[src/rtl/pipe_pkg.sv]
// Shared types for the elastic pipeline-stage buffer.
// Optional perf counters are enabled with PIPE_STAGE_BUF_PERF_EN.
package pipe_pkg;

   // The encoding doubles as the occupancy count.
   typedef enum logic [1:0] {
      PB_EMPTY = 2'd0,
      PB_FULL  = 2'd1,
      PB_SKID  = 2'd2
   } pipe_buf_state_e;

   localparam int PERF_CNT_W  = 32;
   localparam int FLUSH_CNT_W = 16;

endpackage

[src/rtl/pipe_buf_perf_cnt.sv]
// Stall, bubble and flush event counters for pipe_stage_buf.
// Counters wrap on overflow; present only under PIPE_STAGE_BUF_PERF_EN.
module pipe_buf_perf_cnt
   import pipe_pkg::*;
(
   input  logic                   clk,
   input  logic                   rst,
   input  logic                   out_valid,
   input  logic                   out_ready,
   input  logic                   flush,
   input  logic [1:0]             occupancy,
   output logic [PERF_CNT_W-1:0]  stall_cnt,
   output logic [PERF_CNT_W-1:0]  bubble_cnt,
   output logic [FLUSH_CNT_W-1:0] flush_cnt
);

   logic stall_ev, bubble_ev, flush_ev;

   assign stall_ev  = out_valid & ~out_ready;
   assign bubble_ev = ~out_valid & out_ready;
   // A flush of an already empty stage discards nothing, so it is not counted.
   assign flush_ev  = flush & (occupancy != 2'd0);

   always_ff @(posedge clk or posedge rst) begin
      if (rst) begin
         stall_cnt  <= '0;
         bubble_cnt <= '0;
         flush_cnt  <= '0;
      end else begin
         if (stall_ev)  stall_cnt  <= stall_cnt + 1'b1;
         if (bubble_ev) bubble_cnt <= bubble_cnt + 1'b1;
         if (flush_ev)  flush_cnt  <= flush_cnt + 1'b1;
      end
   end

endmodule

[src/rtl/pipe_stage_buf.sv]
// Elastic pipeline-stage register with a 2-entry skid buffer and registered in_ready.
// Define PIPE_STAGE_BUF_PERF_EN to add stall/bubble/flush counter outputs.
module pipe_stage_buf
   import pipe_pkg::*;
#(
   parameter int               WIDTH     = 32,
   parameter logic [WIDTH-1:0] RESET_VAL = '0
) (
   input  logic                   clk,
   input  logic                   rst,
   input  logic                   in_valid,
   output logic                   in_ready,
   input  logic [WIDTH-1:0]       in_data,
   output logic                   out_valid,
   input  logic                   out_ready,
   output logic [WIDTH-1:0]       out_data,
   input  logic                   flush,
   output logic [1:0]             occupancy
`ifdef PIPE_STAGE_BUF_PERF_EN
   ,
   output logic [PERF_CNT_W-1:0]  stall_cnt,
   output logic [PERF_CNT_W-1:0]  bubble_cnt,
   output logic [FLUSH_CNT_W-1:0] flush_cnt
`endif
);

   pipe_buf_state_e  state_q, state_d;
   logic             in_ready_q, out_valid_q;
   logic [WIDTH-1:0] main_q, skid_q;
   logic             accept, issue;
   logic             load_main, main_from_skid, load_skid;

   // Flush suppresses the accept; an issue in the same cycle still completes.
   assign accept = in_valid & in_ready_q & ~flush;
   assign issue  = out_valid_q & out_ready;

   always_comb begin
      state_d        = state_q;
      load_main      = 1'b0;
      main_from_skid = 1'b0;
      load_skid      = 1'b0;
      if (flush) begin
         state_d = PB_EMPTY;
      end else begin
         case (state_q)
            PB_EMPTY: begin
               if (accept) begin
                  state_d   = PB_FULL;
                  load_main = 1'b1;
               end
            end
            PB_FULL: begin
               if (accept && issue) begin
                  load_main = 1'b1;
               end else if (issue) begin
                  state_d = PB_EMPTY;
               end else if (accept) begin
                  state_d   = PB_SKID;
                  load_skid = 1'b1;
               end
            end
            PB_SKID: begin
               if (issue) begin
                  state_d        = PB_FULL;
                  load_main      = 1'b1;
                  main_from_skid = 1'b1;
               end
            end
            default: state_d = PB_EMPTY;
         endcase
      end
   end

   // Handshake flags come straight from flops so no ready path crosses the stage.
   always_ff @(posedge clk or posedge rst) begin
      if (rst) begin
         state_q     <= PB_EMPTY;
         in_ready_q  <= 1'b1;
         out_valid_q <= 1'b0;
      end else begin
         state_q     <= state_d;
         in_ready_q  <= (state_d != PB_SKID);
         out_valid_q <= (state_d != PB_EMPTY);
      end
   end

   always_ff @(posedge clk or posedge rst) begin
      if (rst) begin
         main_q <= RESET_VAL;
         skid_q <= RESET_VAL;
      end else begin
         if (load_main) main_q <= main_from_skid ? skid_q : in_data;
         if (load_skid) skid_q <= in_data;
      end
   end

   assign in_ready  = in_ready_q;
   assign out_valid = out_valid_q;
   assign out_data  = main_q;
   assign occupancy = state_q;

   always_ff @(posedge clk) begin
      if (!rst) assert (occupancy != 2'd3) else $error("pipe_stage_buf: illegal occupancy 3");
   end

`ifdef PIPE_STAGE_BUF_PERF_EN
   pipe_buf_perf_cnt u_perf (
      .clk        (clk),
      .rst        (rst),
      .out_valid  (out_valid_q),
      .out_ready  (out_ready),
      .flush      (flush),
      .occupancy  (occupancy),
      .stall_cnt  (stall_cnt),
      .bubble_cnt (bubble_cnt),
      .flush_cnt  (flush_cnt)
   );
`endif

endmodule

[config.mk]
export PLATFORM = sky130hd
export DESIGN_NAME = pipe_stage_buf
export DESIGN_NICKNAME = d
export VERILOG_FILES = /design/src/rtl/pipe_pkg.sv /design/src/rtl/pipe_buf_perf_cnt.sv /design/src/rtl/pipe_stage_buf.sv
export SDC_FILE = /design/constraint.sdc
export NUM_CORES = 1
export LEC_CHECK = 0
export ABC_AREA = 1
export BUFFER_PORTS_ARGS = -buffer_cell sky130_fd_sc_hd__buf_2
export CORE_ASPECT_RATIO = 1.25
export CORE_MARGIN = 2
export CORE_UTILIZATION = 30
export CTS_CLUSTER_SIZE = 28
export DETAILED_ROUTE_END_ITERATION = 16
export GPL_TIMING_DRIVEN = 0
export PLACE_DENSITY = 0.52
export SLEW_MARGIN = 25
export SYNTH_ARGS = -nofsm -noshare
export SYNTH_HDL_FRONTEND = slang
export SYNTH_SLANG_ARGS = --single-unit
export TNS_END_PERCENT = 30
[constraint.sdc]
create_clock -name clk -period 2.1 [get_ports clk]
set_input_delay 0.21 -clock clk [delete_from_list [all_inputs] [get_ports clk]]
set_output_delay 0.21 -clock clk [all_outputs]
set_load 0.05 [all_outputs]
Word level (Yosys, flattened, before mapping)
Cells that the tools add are included.

cells by class
  bitwise operators = 4
  reduce and logical (&&, ||, !) cells = 3
  mux-type cells = 19
  eq/ne operators = 3

operators by type and width
  kind                number
  $mux 32             1
  $mux 2              6
  $mux 1              10
  $pmux 2 s3          1
  $and 1x1->1         3
  $pmux 1 s3          1
  $eq 2x1->1 const B  1
  $eq 2x2->1 const B  1
  $logic_not 2->1     1
  $ne 2x2->1 const B  1
  $reduce_bool 2->1   1
  $logic_and 1x1->1   1
  $not 1->1           1

word-level totals
  bits in registers = 68

Depth between registers and ports, before layout
  depth in word-level cells = 8
  gate-level depth with buffers = 8
  gate-level depth less buffers = 7

Worst setup path before layout
No wires, ideal clock.

  kind = reg-to-reg
  from = reg out_valid_q (netlist: out_valid)
  to = reg main_q[0] (netlist: out_data[0])
  cell stages (with the launch flop) = 9
  setup time = 0.118 ns
  setup slack = 0.559 ns
  required time = 1.982 ns
  clock period less this slack = 1.541 ns
  arrival time = 1.423 ns
  cell sequence = dfrtp_1 -> nand2_1 -> nand2_1 -> nand2_1 -> inv_1 -> nand2_2 -> buf_2 -> nand2_1 -> nand2_1

on the way
  cells in the longest elaborated chain, start to end = 5
  elaborated cells between the ends (all ways) = 9

RTL lines
  what                                                line                                        text
  start, declared                                     pipe_stage_buf.sv:28                        logic in_ready_q, out_valid_q;
  start signal, assigned                              pipe_stage_buf.sv:83                        out_valid_q <= (state_d != PB_EMPTY);
  $and 1x1->1 (*)                                     pipe_stage_buf.sv:35                        assign issue = out_valid_q & out_ready;
  $logic_and 1x1->1 / $mux 1 (equally long branches)  pipe_stage_buf.sv:53, pipe_stage_buf.sv:63
  $mux 1, on equally long branches                    pipe_stage_buf.sv:53, pipe_stage_buf.sv:45
  $pmux 1 s3 / $mux 1 (equally long branches)         pipe_stage_buf.sv:45, pipe_stage_buf.sv:42
  $mux 1 / $mux 32 (equally long branches)            pipe_stage_buf.sv:42, pipe_stage_buf.sv:92
  end signal, assigned                                pipe_stage_buf.sv:92                        if (load_main) main_q <= main_from_skid ? skid_q : in_data;
  end, declared                                       pipe_stage_buf.sv:29                        logic [WIDTH-1:0] main_q, skid_q;

Every way passes the cells marked *; elsewhere a longest branch is shown, timed or not.
A chain may end at the register's enable or synchronous reset.

Final worst setup path
  from = reg in_ready_q (netlist: in_ready)
  to = reg main_q[6] (netlist: out_data[6])

on the way
  cells in the longest elaborated chain, start to end = 6
  elaborated cells between the ends (all ways) = 7

RTL lines
  what                           line                  text
  start, declared                pipe_stage_buf.sv:28
  start signal, assigned         pipe_stage_buf.sv:82  in_ready_q <= (state_d != PB_SKID);
  $and 1x1->1 (*) (2 in series)  pipe_stage_buf.sv:34  assign accept = in_valid & in_ready_q & ~flush;
  $logic_and 1x1->1              pipe_stage_buf.sv:53  if (accept && issue) begin
  $mux 1                         pipe_stage_buf.sv:53
  $pmux 1 s3 (*)                 pipe_stage_buf.sv:45  case (state_q)
  $mux 1 (*)                     pipe_stage_buf.sv:42  if (flush) begin

Marked as above.

==> metrics <==
RSZ-0062 raised after global routing=false; drt first-iter violations=117; GP Congestion=0.801; Post-DP HPWL=5560 um; Synth Area in XOR/XNOR=0%; total I/O pin count=73; fin area=0.00411 mm2; Port Buf Inserts=72; vias per cell=4.40; Synthesized Nets=450; reg2reg setup slack=0.63 ns; met3 WL=390 um; Clock transition at path regs=0.05 ns; Sequential Area=0.00170 mm2; worst relative slew slack=65.7%; Max VDD drop=0.359 mV; Final min period=1.47 ns; Peak Freq=679 MHz; crit path buf inv count=1; leak pwr=2.37 nW; Post-DP Area=0.00381 mm2; floorplan core area=0.0106 mm2; gr usage total=14.9%; met2 wire len=3940 um; area grow syn2layout=26.3%; initial antenna violation count=0; Syn Inst Count=413; Routed Antenna Nets=0; Hold Crit Class=input pin to flip-flop; drt wl/cell=12.6 um; Num CTS Buffers=9; CTS sink cnt=68; Pwr Total=4.62 mW; M1 WL=3550 um; Seq cells post-synth=68; final WL=8020 um; clk buf depth=2; worst slew pin tran=0.514 ns; sequential share of the synthesized area=52.3%; Chip Width=97.1 um; Initial Util=30.8%; CP startpoint kind=flip-flop; multi-input logic area=0.00124 mm2; delay of the slowest critical-path stage=0.53 ns; Synth Area per Inst=7.88 um2; root buf cell=clkbuf_16; Max Slew Vio Count=0; final hold viol count=0; hold_ws=0.118 ns; largest net degree at the start of global routing=47; critical path required time=2.37 ns; fillcell total=1116; htree depth=3; DP Worst Slack=0.620 ns; # nets final=535; Clock Latency Late Sink=0.33 ns; adder-cell share of the synthesized area=0%; max cap viols=0; Netlist Area Pre-Place=0.00325 mm2; Final setup viols=0; crit-path max FO=10; drt first pass iters=4; crit-path leading delay family=flip-flops; most used cell, CP=nand2_1; CTS tree=done; largest family of logic cells by synthesized area=simple AND/OR/NAND/NOR gates; most frequent cells in the layout=205 x nand2_1, 78 x buf_2, 67 x dfrtp_1, 38 x nand3_1, 35 x inv_1; Final Skew=0.00339 ns; GRT overflow=0; synth unique cells=19; post-synthesis mux area share=0%; CP arrival=1.75 ns; fin crit share=70.1%; area share of and/or/nand/nor cells after synthesis=30.7%; DR top layer=met4; Synth Area in Compound Gates=7.54%; status=finished, final reports clean; vias in the first global route=2722; share of layout cells above drive strength 1=26.5%; Worst Path Class, Setup=flip-flop to flip-flop; type of element capturing the critical path=flip-flop; final antenna diode count=0; worst setup margin=0.627 ns; crit-path cells=nand2_1, nor2_1, nand2_1, a21oi_4, buf_4, nand2_1, nand2_1; DR DRC count=0; slowest library cell on the worst path=dfstp_2; pwr/cell area=1130 mW/mm2; height of the die=120 um; first-pass GRT wire length=13500 um; DR vias=2787; most common cell after layout, fill and taps aside=nand2_1; DIE AREA=0.0117 mm2; Warnings, synthesis=0; FP Rows=42
[routing by layer]
| metal | GRT usage, % | up-vias |
|---|---|---|
| li1 | - | 1433 |
| met1 | 18.3 | 1288 |
| met2 | 23.8 | 56 |
| met3 | 4.97 | 10 |
| met4 | 6.69 | 0 |
| met5 | 0 | - |
[area by class of cell]
| cell class | count | area share (%) |
|---|---|---|
| tap | 132 | 4.02 |
| clock buffer | 14 | 6.91 |
| sequential | 68 | 41.5 |
| inverter | 40 | 3.72 |
| clock inverter | 1 | 0.122 |
| buffer | 22 | 3.84 |
| timing repair buffer | 74 | 9.69 |
| multi-input combinational | 283 | 30.2 |
[report_power, final]
| group | internal, mW | switching, mW | total (mW) |
|---|---|---|---|
| combinational | 0.362 | 0.937 | 1.30 |
| sequential | 1.67 | 0.189 | 1.86 |
| clock | 0.920 | 0.543 | 1.46 |
| total | 2.95 | 1.67 | 4.62 |
[worst paths after layout]
kind / start / endpoint / depth (start not counted)
max in group asynchronous: rst / in_ready$_DFF_PP1_ / 4
worst min-delay path: in_data[2] / skid_q[2]$_DFFE_PP0P_ / 3
worst max-delay path: in_ready$_DFF_PP1_ / out_data[6]$_DFFE_PP0P_ / 7
worst min register to register: out_data[18]$_DFFE_PP0P_ / out_data[18]$_DFFE_PP0P_ / 2
worst max register to register: in_ready$_DFF_PP1_ / out_data[6]$_DFFE_PP0P_ / 7
min in group asynchronous: rst / out_data[8]$_DFFE_PP0P_ / 3
[per-stage QoR]
stage	cells	util, %	setup TNS, ns
after global placement	617	35.8	-55.28
after floorplan	413	-	0
after global routing	634	38.9	0
final	634	38.9	0
after CTS	634	38.9	0
after detailed placement	618	36.1	0
[synthesized netlist by cell type, drive strengths merged]
cell type	count	area, um2
clkbuf	3	11.3
dfrtp	67	1680
dfstp	1	26.3
nand3	38	190
buf	19	146
o21ai	33	229
a21oi	1	16.3
nor2	4	25.0
nand2	207	782
inv	40	150
[state kept, by name, summed over array words and instances (netlist names)]
register   flops
skid_q        32
out_data      32
in_ready       1
out_valid      1
occupancy      2
[tightest hold or removal path: cells and delay by family]
| kind | cells | cell delay [ns] |
|---|---|---|
| buffers and inverters | 2 | 0.14 |
| AOI/OAI and AO/OA | 1 | 0.06 |
[cell families (layout without fill, tap and decap cells)]
group,Yosys count,in the layout
DFF,68,68
and+or+nand+nor,249,249
buffers and inverters,62,151
AOI/OAI and AO/OA,34,34
[what timing repair did]
action	CTS	global route
resized for setup	0	0
setup buffers	0	0
endpoints found under the hold margin	22	0
hold buffers	1	0
Power figures use the tool's default switching activity.
